$ cat config.mk
export PLATFORM = sky130hd
export DESIGN_NAME = id_ex_alu_ctrl
export DESIGN_NICKNAME = d
export VERILOG_FILES = /design/src/rtl/id_ex_alu_ctrl.sv
export SDC_FILE = /design/constraint.sdc
export NUM_CORES = 1
export LEC_CHECK = 0
export ABC_AREA = 1
export ABC_CLOCK_PERIOD_IN_PS = 4700
export CORE_AREA = 2 2 84 147
export DETAILED_ROUTE_END_ITERATION = 7
export DIE_AREA = 0 0 86 149
export PLACE_DENSITY_LB_ADDON = 0.05
export SLEW_MARGIN = 40
export SYNTH_ARGS = -nofsm -noshare
export SYNTH_HDL_FRONTEND = slang
export SYNTH_SLANG_ARGS = --single-unit
$ cat constraint.sdc
create_clock -name clk_i -period 4.7 [get_ports clk_i]
set_clock_uncertainty 0.1 [all_clocks]
set_input_delay 1.175 -clock clk_i [delete_from_list [all_inputs] [get_ports clk_i]]
set_output_delay 1.175 -clock clk_i [all_outputs]
set_load 0.02 [all_outputs]
$ cat src/rtl/id_ex_alu_ctrl.sv
// ID/EX issue stage: decodes an RV32I instruction into a 3-bit ALU control code and
// both operands, registers them for the EX-stage ALU, and counts unsupported instructions.
module id_ex_alu_ctrl #(
    parameter int CNT_W = 8
) (
    input  logic             clk_i,
    input  logic             rst_i,
    input  logic             valid_i,
    input  logic [31:0]      instr_i,
    input  logic [31:0]      rs1_data_i,
    input  logic [31:0]      rs2_data_i,
    input  logic             stall_i,
    input  logic             flush_i,
    output logic             valid_o,
    output logic [2:0]       ALUCtrl_o,
    output logic [31:0]      data1_o,
    output logic [31:0]      data2_o,
    output logic             illegal_o,
    output logic [CNT_W-1:0] illegal_cnt_o
);

    typedef enum logic [2:0] {
        ALU_ADD = 3'b000,
        ALU_SUB = 3'b001,
        ALU_AND = 3'b010,
        ALU_OR  = 3'b011,
        ALU_XOR = 3'b100,
        ALU_SLL = 3'b101,
        ALU_SRA = 3'b110,
        ALU_SRL = 3'b111
    } alu_op_e;

    localparam logic [6:0] OP_R      = 7'b0110011;
    localparam logic [6:0] OP_I      = 7'b0010011;
    localparam logic [6:0] OP_LOAD   = 7'b0000011;
    localparam logic [6:0] OP_STORE  = 7'b0100011;
    localparam logic [6:0] OP_BRANCH = 7'b1100011;
    localparam logic [6:0] F7_BASE   = 7'b0000000;
    localparam logic [6:0] F7_ALT    = 7'b0100000;

    logic [6:0]  op;
    logic [2:0]  f3;
    logic [6:0]  f7;
    logic [31:0] imm_i;
    logic [31:0] imm_s;
    logic [31:0] shamt;
    logic        unused_rs1_idx;

    assign op    = instr_i[6:0];
    assign f3    = instr_i[14:12];
    assign f7    = instr_i[31:25];
    assign imm_i = {{20{instr_i[31]}}, instr_i[31:20]};
    assign imm_s = {{20{instr_i[31]}}, instr_i[31:25], instr_i[11:7]};
    assign shamt = {27'd0, instr_i[24:20]};
    // Register indices are resolved upstream; only the read data arrives here.
    assign unused_rs1_idx = ^instr_i[19:15];

    logic        dec_legal;
    alu_op_e     dec_op;
    logic [31:0] dec_b;

    always_comb begin
        // NOTE: every decode output gets a default first, so no path can leave one unassigned and infer a latch.
        dec_legal = 1'b0;
        dec_op    = ALU_ADD;
        dec_b     = rs2_data_i;
        case (op)
            OP_R: begin
                if (f7 == F7_BASE) begin
                    dec_legal = 1'b1;
                    case (f3)
                        3'b000:  dec_op = ALU_ADD;
                        3'b111:  dec_op = ALU_AND;
                        3'b110:  dec_op = ALU_OR;
                        3'b100:  dec_op = ALU_XOR;
                        3'b001:  dec_op = ALU_SLL;
                        3'b101:  dec_op = ALU_SRL;
                        default: dec_legal = 1'b0;
                    endcase
                end else if (f7 == F7_ALT) begin
                    dec_legal = 1'b1;
                    case (f3)
                        3'b000:  dec_op = ALU_SUB;
                        3'b101:  dec_op = ALU_SRA;
                        default: dec_legal = 1'b0;
                    endcase
                end
            end
            OP_I: begin
                dec_b = imm_i;
                case (f3)
                    3'b000: begin dec_legal = 1'b1; dec_op = ALU_ADD; end
                    3'b111: begin dec_legal = 1'b1; dec_op = ALU_AND; end
                    3'b110: begin dec_legal = 1'b1; dec_op = ALU_OR;  end
                    3'b100: begin dec_legal = 1'b1; dec_op = ALU_XOR; end
                    3'b001: begin
                        dec_b     = shamt;
                        dec_legal = (f7 == F7_BASE);
                        dec_op    = ALU_SLL;
                    end
                    3'b101: begin
                        dec_b     = shamt;
                        dec_legal = (f7 == F7_BASE) || (f7 == F7_ALT);
                        dec_op    = (f7 == F7_ALT) ? ALU_SRA : ALU_SRL;
                    end
                    default: dec_legal = 1'b0;
                endcase
            end
            OP_LOAD: begin
                dec_legal = 1'b1;
                dec_b     = imm_i;
            end
            OP_STORE: begin
                dec_legal = 1'b1;
                dec_b     = imm_s;
            end
            OP_BRANCH: begin
                dec_legal = 1'b1;
                dec_op    = ALU_SUB;
            end
            default: dec_legal = 1'b0;
        endcase
    end

    logic load_ok;
    logic load_bad;

    assign load_ok  = valid_i && dec_legal;
    assign load_bad = valid_i && !dec_legal;

    // Flush beats stall beats capture; an idle or illegal capture loads a bubble.
    always_ff @(posedge clk_i or posedge rst_i) begin
        // NOTE: non-blocking assignments keep every register sampling pre-edge values, whatever the statement order.
        if (rst_i) begin
            valid_o       <= 1'b0;
            ALUCtrl_o     <= ALU_ADD;
            data1_o       <= '0;
            data2_o       <= '0;
            illegal_o     <= 1'b0;
            illegal_cnt_o <= '0;
        end else if (flush_i) begin
            valid_o   <= 1'b0;
            ALUCtrl_o <= ALU_ADD;
            data1_o   <= '0;
            data2_o   <= '0;
            illegal_o <= 1'b0;
        end else if (!stall_i) begin
            valid_o   <= load_ok;
            ALUCtrl_o <= load_ok ? dec_op : ALU_ADD;
            data1_o   <= load_ok ? rs1_data_i : '0;
            data2_o   <= load_ok ? dec_b : '0;
            illegal_o <= load_bad;
            if (load_bad && (illegal_cnt_o != '1)) begin
                illegal_cnt_o <= illegal_cnt_o + CNT_W'(1);
            end
        end
    end

endmodule

* Yosys cells after proc, flatten, opt, wreduce, memory -nomap -nowiden *
Cells that the tools add are included.

cells by class
  muxes and demuxes = 28
  eq/ne operators = 13
  $add $sub $neg = 1
  reduce and logical (&&, ||, !) cells = 13
  bitwise logic cells = 2

operators with widths
  operator                                                                count
  32-bit 2-to-1 mux                                                       7
  32-bit one-hot mux with 3 select lines                                  1
  3-bit one-hot mux with 5 select lines                                   2
  7-bit by 6-bit equality test with 1-bit output (second input constant)  3
  3-bit 2-to-1 mux                                                        5
  3-bit equality test (second input constant)                             4
  1-bit 2-to-1 mux                                                        9
  3-bit one-hot mux with 3 select lines                                   1
  8-bit by 1-bit adder with 8-bit output (second input constant)          1
  8-bit != test (second input constant)                                   1
  7-bit by 2-bit equality test with 1-bit output (second input constant)  1
  7-bit by 5-bit equality test with 1-bit output (second input constant)  1
  7-bit equality test (second input constant)                             1
  7-bit logical NOT                                                       1
  1-bit one-hot mux with 3 select lines                                   2
  3-bit one-hot mux with 2 select lines                                   1
  6-bit OR reduction                                                      1
  2-bit OR reduction                                                      2
  4-bit OR reduction                                                      1
  3-bit by 1-bit equality test with 1-bit output (second input constant)  1
  1-bit logical AND                                                       3
  3-bit logical NOT                                                       1
  3-bit AND reduction                                                     1
  3-bit OR reduction                                                      1
  4 further kinds                                                         5

storage, ports and cells
  flip-flop bits (word level) = 77
  input bits = 101

* Depth between registers and ports, before layout *
Gate-level depths: netlist of run 1.

  depth after elaboration = 10
  gate-level depth with buffers = 12
  mapped depth without buffers = 10

* Worst setup path after synthesis of run 1 *
OpenSTA, ideal clock, no wires.

  path type = input to register
  start point = input port instr_i[5]
  end point = register data1_o[21]
  setup slack = 2.260 ns
  cell stages on the path = 12
  arrival = 2.274 ns
  data required time = 4.534 ns
  setup time = 0.066 ns
  cells stage by stage = buf_6 > nor2_4 > inv_2 > nor2_4 > nand2_2 > nor2_2 > nand2_2 > nand3_4 > buf_6 > buf_8 > nand3_2 > nand2_1

on the way
  word-level cells in the longest chain between the ends = 7
  elaborated cells between the ends (all ways) = 11
  those cells by class = 5 x eq/ne; 4 x mux; 2 x reduce/logical

RTL lines
  element                                      line  RTL
  from (decl)                                  9     input logic [31:0] instr_i,
  7-bit equality test (tied with other cells)  67    case (op)
  3-bit OR reduction (no source line)          --
  1-bit one-hot mux with 3 select lines (*)    67
  1-bit logical AND (*)                        128   assign load_ok = valid_i && dec_legal;
  32-bit 2-to-1 mux (*)                        150   data1_o <= load_ok ? rs1_data_i : '0;
  32-bit 2-to-1 mux (*)                        147   end else if (!stall_i) begin
  32-bit 2-to-1 mux (*)                        141   end else if (flush_i) begin
  to (signal assigned)                         150
  to (decl)                                    16    output logic [31:0] data1_o,

Mark *: on every way between the ends. The rest lies on a longest branch, timed or not. The select of a mux whose other input is x is not followed.
A chain may end at the register's enable or synchronous reset.

* Final worst setup path of run 1 *
  start point = input port instr_i[5]
  end point = register data2_o[6]

on the way
  word-level cells in the longest chain between the ends = 7
  elaborated cells between the ends (all ways) = 12
  those cells by class = 5 x eq/ne; 5 x mux; 2 x reduce/logical

RTL lines
  element                                      line  RTL
  7-bit equality test (tied with other cells)  67
  3-bit OR reduction (no source line)          --
  1-bit one-hot mux with 3 select lines        67
  1-bit logical AND                            128
  32-bit 2-to-1 mux (*)                        151   data2_o <= load_ok ? dec_b : '0;
  32-bit 2-to-1 mux (*)                        147
  32-bit 2-to-1 mux (*)                        141
  to (signal assigned)                         151
  to (decl)                                    17    output logic [31:0] data2_o,

Marked as above.

==> results of run 1 <==
==> power groups by stage <==
stage | Combinational, mW | Clock [mW] | Sequential, mW
6_report | 0.254 | 0.752 | 0.702
3_5_place_dp | 0.255 | 0 | 0.712
5_1_grt | 0.280 | 0.807 | 0.704
4_1_cts | 0.256 | 0.776 | 0.701
2_1_floorplan | 0.0962 | 0 | 0.729
3_3_place_gp | 0.254 | 0 | 0.713
==> cells in the final DEF (no fill, tap or decap), types with 2 or more instances in the layout <==
cell type / n
clkdlybuf4s50_1: 172
clkinv_4: 2
xor2_1: 3
a21oi_1: 32
clkbuf_16: 9
o21ai_0: 3
buf_4: 5
xnor2_1: 3
dfrtp_1: 77
nand2_2: 3
nor2_1: 43
nand2_1: 197
nand3_1: 76
clkinv_2: 2
bufinv_16: 2
nor2_4: 5
nand4_1: 14
inv_6: 2
inv_2: 4
inv_1: 18
nand3_2: 10
==> through the flow <==
step           cells  setup WS (ns)  instance area (sq um)  hold slack [ns]   util
2_1_floorplan    527           1.46                   4010            0.491      -
3_3_place_gp     811           1.02                   5790            0.361  0.494
3_5_place_dp     811          0.962                   5790            0.364  0.494
4_1_cts          827           1.31                   6120            0.381  0.521
5_1_grt          828           1.04                   6140            0.401  0.523
6_report         828           1.29                   6140            0.376  0.523
==> worst reg2reg max path, cell delays in order (launching register included) <==
cell and delay, ns:
dfrtp_1 0.42, ha_1 0.27, nand3_1 0.10, nor2_1 0.07, a31oi_2 0.38, nand4_1 0.43
nand2_1 0.17, nand2_1 0.07
==> layer usage <==
| layer | vias to the layer above | routed length, um | track usage |
|---|---|---|---|
| met1 | 1861 | 4930 | 0.241 |
| li1 | 2023 | - | - |
| met3 | 16 | 731 | 0.0398 |
| met4 | 0 | 285 | 0.0738 |
| met2 | 137 | 6140 | 0.319 |
| met5 | - | 0 | 0 |
==> cell families after synthesis <==
logic type	Yosys count	share of synthesized area
compound gates	37	0.0490
xor+xnor	6	0.0131
fa+ha+maj	1	0.00312
buf+inv	54	0.0614
flops	77	0.480
simple gates	352	0.393
==> sequential cells by signal, summed over array words and instances (netlist names) <==
signal,cells
valid_o,1
illegal_o,1
ALUCtrl_o,3
illegal_cnt_o,8
data1_o,32
data2_o,32
==> how the worst max path moves through the flow <==
stage,start,to,slack [ns],cells after the start
2_1_floorplan,rst_i,ALUCtrl_o[0],1.46,1
3_3_place_gp,instr_i[1],data2_o[6],1.02,11
3_5_place_dp,instr_i[1],data2_o[6],0.96,11
4_1_cts,instr_i[0],data2_o[6],1.31,11
5_1_grt,instr_i[5],data2_o[9],1.04,8
6_report,instr_i[5],data2_o[6],1.29,8
==> cell type report <==
cell class / count / area (sq um)
fill: 1117 / 5600
sequential: 77 / 1930
multi-input combinational: 396 / 1850
timing repair buffer: 178 / 1780
clock buffer: 10 / 229
tap: 137 / 171
clock inverter: 6 / 95.1
inverter: 24 / 92.6
==> results.yml, run 1 <==
synth:
  ys_seq_elements: 77
  synth_cells: 527
  synth.most_common_cell: "nand2_1"
  syn_area_per_cell_sq_um: 7.61
  netlist_area_sq_mm: 0.00401
  ys_seq_area_frac: 0.480
  ys_dominant_reg_cell: "dfrtp_1"
  syn_nets: 629
  synth_top_area_cell: "dfrtp_1"
  synthArstFlopShare: 1.00
  synthTopCellsByArea: "dfrtp_1 (48%), nand2_1 (18%), nand3_1 (9.5%)"
  synth_edf_count: 0
  synth_common_cells: "nand2_1 (197), dfrtp_1 (77), nand3_1 (76), nor2_1 (44), a21oi_1 (32)"
  yosysWarnings: 0
  synth_cell_type_count: 26
  yosysTopAreaCellShare: 0.480
setup_path:
  crit_top_cell: "nand2_1"
  path_buf_inv: 2
  critPathCaptureType: "flop"
  crit_chain: "clkdlybuf4s50_1 > nand2_1 > nand2_1 > clkinv_2 > nand3_1 > nand2_1 > nand3_1 > nand2_1"
  reg2reg_depth: 7
  rrSetupSlack_ns: 2.58
  cp_slowest_cell: "clkdlybuf4s50_1"
  critPathArrivalTime_ns: 3.54
  crit_path_max_fanout: 52
  cpLargestDelayFamily: "buffers and inverters"
  worst-endpoint-required_ns: 4.82
  critPathLaunchType: "input pin"
  slowest_delay_ns: 0.65
  r2r-end: "illegal_cnt_o[6]"
  crit_type: "input pin to flop"
  r2r_start: "illegal_cnt_o[0]"
sta:
  fin_tns_setup_ns: 0
  finalCriticalPeriod_ns: 3.41
  fmax_ghz: 0.293
  period_share: 0.727
  slew_violations: 0
  hold_viol_final: 0
  tightest_slew_ns: 0.775
  grt_setup_unrepaired: "no"
  slew_headroom: 0.482
  setup_viol: 0
floorplanning:
  die_h_um: 149
  fp.dieArea_sq_mm: 0.0128
  core.rowCount: 53
  initial_core_util: 0.342
  core_sq_mm: 0.0117
  die_x_um: 86
  pin_count: 178
place:
  gp_congestion: 0.796
  dp_hpwl_mm: 8.59
  port_buffers: 172
power:
  power_density_mw_per_mm2: 278
  switching_share: 0.250
  leakage_nw: 3.02
  p_int_mw: 1.28
  clkPwrFrac: 0.441
  pwr-share-comb: 0.148
  p_sw_mw: 0.427
  power_mw: 1.71
  vdd_drop_max_uv: 189
  pwr-share-seq: 0.411
finish:
  syn2layout_area_growth_pct: 53.1
  antennaDiodeCount: 0
  drive_gt1_frac: 0.0724
  nets: 788
flow_run:
  max_cap_violations: 0
min_path:
  holdPathEnd: "data2_o[27]"
  hold_depth: 2
  hold_path_class: "flop to flop"
  hp-start: "data2_o[27]"
global_routing:
  grt_usage: 0.192
  grt_pass1_wl_mm: 19.3
  antenna_found_initial: 0
  grt.overflow.total: 0
  grt_max_degree: 70
  grt_pass1_vias: 3784
clocking:
  cts_buffer_depth: 2
  cts.sinks: 77
  numCtsBuffers: 9
  clock_latency_ns: 0.33
  htreeDepth: 3
  clk_pin_slew_ns: 0.06
  postCtsSetupBuffers: 0
  ctsResizeCount: 0
  hold_buffers: 0
  cts_tree: "done"
  root_buffer: "clkbuf_16"
outcome:
  status: "finished clean"
drt:
  drtAntennaViolNets: 0
  drt_iter0_drc: 156
  dr.pass1.iters: 4
  wirelength_mm: 12.1
  vias: 4037
  drc_errors: 0
  wl_per_cell_um: 14.6
  viasPerCell: 4.88
(Power assumes the default switching activity.)
==> inputs of run 2 (changes only) <==
--- a/config.mk
+++ b/config.mk
@@ -6,7 +6,7 @@
 export NUM_CORES = 1
 export LEC_CHECK = 0
 export ABC_AREA = 1
-export ABC_CLOCK_PERIOD_IN_PS = 4700
+export ABC_CLOCK_PERIOD_IN_PS = 3600
 export CORE_AREA = 2 2 84 147
 export DETAILED_ROUTE_END_ITERATION = 7
 export DIE_AREA = 0 0 86 149
==> constraint.sdc (replaced) <==
create_clock -name clk_i -period 3.6 [get_ports clk_i]
set_clock_uncertainty 0.1 [all_clocks]
set_input_delay 0.9 -clock clk_i [delete_from_list [all_inputs] [get_ports clk_i]]
set_output_delay 0.9 -clock clk_i [all_outputs]
set_load 0.02 [all_outputs]
==> run 2 against run 1 <==
  * Routed wire length fell by 0.84%
  * Register-to-register slack worse by 0.80 ns
  * First-iteration DRC count grew 31%
  * Setup slack worse by 0.45 ns
  * Sequential power grew 30%
  * Clock power is 19% higher
==> results.yml, run 2 (synthesized netlist as in run 1, its figures left out) <==
place:
  placed_cell_area_sq_mm: 0.00585
  post-place-ws_ns: 0.472
  dp_cells: 814
  port_buffers: 172
  gp_congestion: 0.838
  dp_hpwl_mm: 8.41
sta:
  setup_viol: 0
  grt_setup_unrepaired: "no"
  tightest_slew_ns: 0.733
  slew_violations: 0
  slew_headroom: 0.511
  worst_slack_ns: 0.833
  whs_ns: 0.375
  period_share: 0.769
  finalCriticalPeriod_ns: 2.77
  fin_tns_setup_ns: 0
  fmax_ghz: 0.361
  hold_viol_final: 0
setup_path:
  critPathCaptureType: "flop"
  critPathArrivalTime_ns: 2.94
  worst-endpoint-required_ns: 3.78
  crit_type: "input pin to flop"
  critPathLaunchType: "input pin"
  crit_path_max_fanout: 48
drt:
  wirelength_mm: 12.0
  viasPerCell: 4.86
  vias: 4031
  wl_per_cell_um: 14.4
  drc_errors: 0
  drtAntennaViolNets: 0
  drt_iter0_drc: 204
  dr.pass1.iters: 4
power:
  power_density_mw_per_mm2: 349
  vdd_drop_max_uv: 255
  leakage_nw: 3.01
  power_mw: 2.14
finish:
  num-fill-cells: 1141
  reg_top3: "data1_o: 32 flops, data2_o: 32 flops, illegal_cnt_o: 8 flops"
  drive_gt1_frac: 0.0736
  finish.utilization: 0.524
  nets: 790
  final_cell_mix: "nand2_1 (197), clkdlybuf4s50_1 (172), dfrtp_1 (77), nand3_1 (76), nor2_1 (43)"
  final_common_cell: "nand2_1"
  layout.cells.non_filler: 830
  syn2layout_area_growth_pct: 53.3
  antennaDiodeCount: 0
  stdcell_area_sq_mm: 0.00615
clocking:
  cts_tree: "done"
  postCtsSetupBuffers: 0
  clk_pin_slew_ns: 0.06
  ctsResizeCount: 0
  cts_buffer_depth: 2
  clock_latency_ns: 0.33
  root_buffer: "clkbuf_16"
  htreeDepth: 3
  numCtsBuffers: 9
  cts.sinks: 77
  hold_buffers: 0
global_routing:
  antenna_found_initial: 0
  grt_pass1_wl_mm: 19.1
  grt_pass1_vias: 3812
  grt_usage: 0.188
  grt.overflow.total: 0
  grt_max_degree: 70
min_path:
  hold_path_class: "flop to flop"
floorplanning:
  pin_count: 178
  fp.dieArea_sq_mm: 0.0128
  die_h_um: 149
  die_x_um: 86
  core.rowCount: 53
  core_sq_mm: 0.0117
  initial_core_util: 0.342
outcome:
  status: "finished clean"
flow_run:
  max_cap_violations: 0
run 2: layout make-up:
class	instances	area, sq um	share of cell area
repair buffers	180	1820	0.296
clock buffers	11	233	0.0379
flip-flops and latches	77	1930	0.313
clock inverters	5	61.3	0.00997
multi-input cells	396	1850	0.300
well taps	137	171	0.0279
inverters	24	91.3	0.0149
run 2: path summary, 6_finish.rpt:
path                                       start               end  slack (ns)  cells past startpoint
min in group asynchronous                  rst_i        data1_o[5]        0.81                      2
worst min register to register       data1_o[21]       data1_o[21]        0.38                      2
worst max register to register  illegal_cnt_o[0]  illegal_cnt_o[4]        1.78                      7
worst min-delay path                 data1_o[21]       data1_o[21]        0.38                      2
worst max-delay path                  instr_i[1]       data2_o[15]        0.83                     12
max in group asynchronous                  rst_i        data2_o[1]        1.92                      3
run 2: worst max-delay path, cell delays in order:
cell	delay (ns)
clkdlybuf4s50_1	0.46
nand2_1	0.06
inv_1	0.05
nand2_1	0.12
nor2_4	0.18
nand2_1	0.31
inv_2	0.24
buf_12	0.23
nor2_1	0.07
a21oi_1	0.13
nand3_1	0.09
nand2_1	0.08
run 2: where the power goes:
part	switching (mW)	internal, mW	total (mW)	leakage, nW
Sequential	0.0290	0.887	0.916	1.07
Combinational	0.161	0.174	0.336	1.81
Clock	0.353	0.538	0.892	0.132
run 2: metal layers:
| layer | vias to the layer above | wire length (um) | track usage |
|---|---|---|---|
| li1 | 2020 | - | - |
| met3 | 20 | 606 | 0.0376 |
| met2 | 127 | 5950 | 0.310 |
| met1 | 1864 | 5140 | 0.239 |
| met5 | - | 0 | 0 |
| met4 | 0 | 290 | 0.0762 |
==> inputs of run 3 (changes only) <==
--- a/config.mk
+++ b/config.mk
@@ -6,7 +6,7 @@
 export NUM_CORES = 1
 export LEC_CHECK = 0
 export ABC_AREA = 1
-export ABC_CLOCK_PERIOD_IN_PS = 3600
+export ABC_CLOCK_PERIOD_IN_PS = 2700
 export CORE_AREA = 2 2 84 147
 export DETAILED_ROUTE_END_ITERATION = 7
 export DIE_AREA = 0 0 86 149
==> constraint.sdc (replaced) <==
create_clock -name clk_i -period 2.7 [get_ports clk_i]
set_clock_uncertainty 0.1 [all_clocks]
set_input_delay 0.675 -clock clk_i [delete_from_list [all_inputs] [get_ports clk_i]]
set_output_delay 0.675 -clock clk_i [all_outputs]
set_load 0.02 [all_outputs]
==> run 3 against run 2 <==
  * Final cell count up 0.48%
  * Worst hold slack barely moved
  * Via count about the same
  * Sequential share of layout area shrank 0.46 points
  * Critical path depth shrank 2
  * Combinational power grew 35%
  * Register-to-register slack lost 0.91 ns
  * Setup slack lost 0.40 ns
  * Largest cell class unchanged
  * Highest routed layer unchanged
  * Count of clock-buffer cells in the layout unchanged
  * Total power increased by 38%
  * Non-clock buffer count grew 4
  * Flip-flop and latch count unchanged
==> results.yml, run 3 (synthesized netlist as in run 1, its figures left out) <==
outcome:
  status: "finished clean"
drt:
  drt_iter0_drc: 173
  dr.pass1.iters: 4
  drtAntennaViolNets: 0
  wirelength_mm: 11.9
  viasPerCell: 4.83
  vias: 4028
  drc_errors: 0
  wl_per_cell_um: 14.2
sta:
  grt_setup_unrepaired: "no"
  fin_tns_setup_ns: 0
  slew_violations: 0
  finalCriticalPeriod_ns: 2.27
  fmax_ghz: 0.440
  slew_headroom: 0.583
  period_share: 0.841
  hold_viol_final: 0
  tightest_slew_ns: 0.625
  setup_viol: 0
global_routing:
  grt.overflow.total: 0
  grt_pass1_wl_mm: 19.1
  grt_usage: 0.188
  antenna_found_initial: 0
  grt_max_degree: 78
  grt_pass1_vias: 3843
floorplanning:
  initial_core_util: 0.342
  core_sq_mm: 0.0117
  core.rowCount: 53
  fp.dieArea_sq_mm: 0.0128
  die_h_um: 149
  die_x_um: 86
  pin_count: 178
min_path:
  hold_path_class: "flop to flop"
  hold_depth: 2
finish:
  num-fill-cells: 1152
  final_common_cell: "nand2_1"
  drive_gt1_frac: 0.0789
  syn2layout_area_growth_pct: 55.6
  antennaDiodeCount: 0
  nets: 794
  seq_area_sq_mm: 0.00193
  final_cell_mix: "nand2_1 (197), clkdlybuf4s50_1 (172), dfrtp_1 (77), nand3_1 (76), nor2_1 (43)"
  reg_top3: "data1_o: 32 flops, data2_o: 32 flops, illegal_cnt_o: 8 flops"
  multi_input_area_sq_mm: 0.00185
setup_path:
  reg2reg_depth: 7
  crit_type: "input pin to flop"
  critPathLaunchType: "input pin"
  r2r-end: "illegal_cnt_o[5]"
  crit_path_max_fanout: 10
  worst-endpoint-required_ns: 2.82
  critPathCaptureType: "flop"
  rrSetupSlack_ns: 0.87
  crit_start: "instr_i[14]"
  crit_end: "illegal_cnt_o[5]"
  critPathArrivalTime_ns: 2.39
  r2r_start: "illegal_cnt_o[0]"
power:
  power_density_mw_per_mm2: 475
  power_mw: 2.96
  vdd_drop_max_uv: 326
  leakage_nw: 3.05
clocking:
  postCtsSetupBuffers: 0
  htreeDepth: 3
  cts_tree: "done"
  cts_buffer_depth: 2
  clk_pin_slew_ns: 0.06
  root_buffer: "clkbuf_16"
  numCtsBuffers: 9
  clock_latency_ns: 0.33
  cts.sinks: 77
  ctsResizeCount: 0
  hold_buffers: 0
place:
  gp_congestion: 0.849
  dp_hpwl_mm: 8.46
  port_buffers: 172
flow_run:
  max_cap_violations: 0
==> run 3: cell count changes in the layout (fill, tap and decap cells not counted), sizes merged <==
cell,change
bufinv,+1
clkinv,-2
inv,+1
buf,+4
==> run 3: how the worst min path moves through the flow <==
stage	from	end	slack, ns
after floorplan	data1_o[20]	data1_o[20]	0.49
after global placement	data1_o[29]	data1_o[29]	0.36
after detailed placement	data2_o[3]	data2_o[3]	0.37
after CTS	data2_o[3]	data2_o[3]	0.38
after global routing	data1_o[14]	data1_o[14]	0.39
final	data2_o[19]	data2_o[19]	0.37
==> run 3: report_power, final <==
group,leakage [nW],switching [mW],internal [mW]
Clock,0.146,0.473,0.813
Combinational,1.83,0.217,0.238
Sequential,1.07,0.0411,1.18
Total,3.05,0.731,2.23
==> run 3: per-layer routing <==
metal | global-route usage | vias to the layer above | share of wire
li1 | - | 2026 | -
met1 | 0.235 | 1876 | 0.42
met2 | 0.320 | 115 | 0.51
met3 | 0.0426 | 11 | 0.056
met4 | 0.0571 | 0 | 0.013
met5 | 0 | - | 0
==> run 3: final cells by class <==
| class | instances | area share |
|---|---|---|
| Timing Repair Buffer | 184 | 0.302 |
| Clock inverter | 5 | 0.0134 |
| Inverter | 24 | 0.0150 |
| Clock buffer | 11 | 0.0373 |
| Sequential cell | 77 | 0.309 |
| Multi-Input combinational cell | 396 | 0.296 |
| Tap cell | 137 | 0.0275 |
==> run 3: critical path, cell delays in order <==
cell             delay (ns)
clkdlybuf4s50_1        0.57
inv_1                  0.11
a21oi_1                0.12
nor2_1                 0.05
nand2_1                0.06
nand2_1                0.08
nand2_4                0.15
nand4_1                0.35
nand2_1                0.16
nand2_1                0.06
==> run 3: through the flow <==
step | util | setup slack, ns | hold WS (ns) | cells | cell area [sq um]
finish | 0.532 | 0.429 | 0.375 | 834 | 6240
global route | 0.532 | 0.180 | 0.392 | 834 | 6240
CTS | 0.532 | 0.425 | 0.381 | 834 | 6240
detailed placement | 0.505 | 0.0867 | 0.365 | 818 | 5920
global placement | 0.505 | 0.127 | 0.362 | 818 | 5920
floorplan | - | 0.760 | 0.491 | 527 | 4020
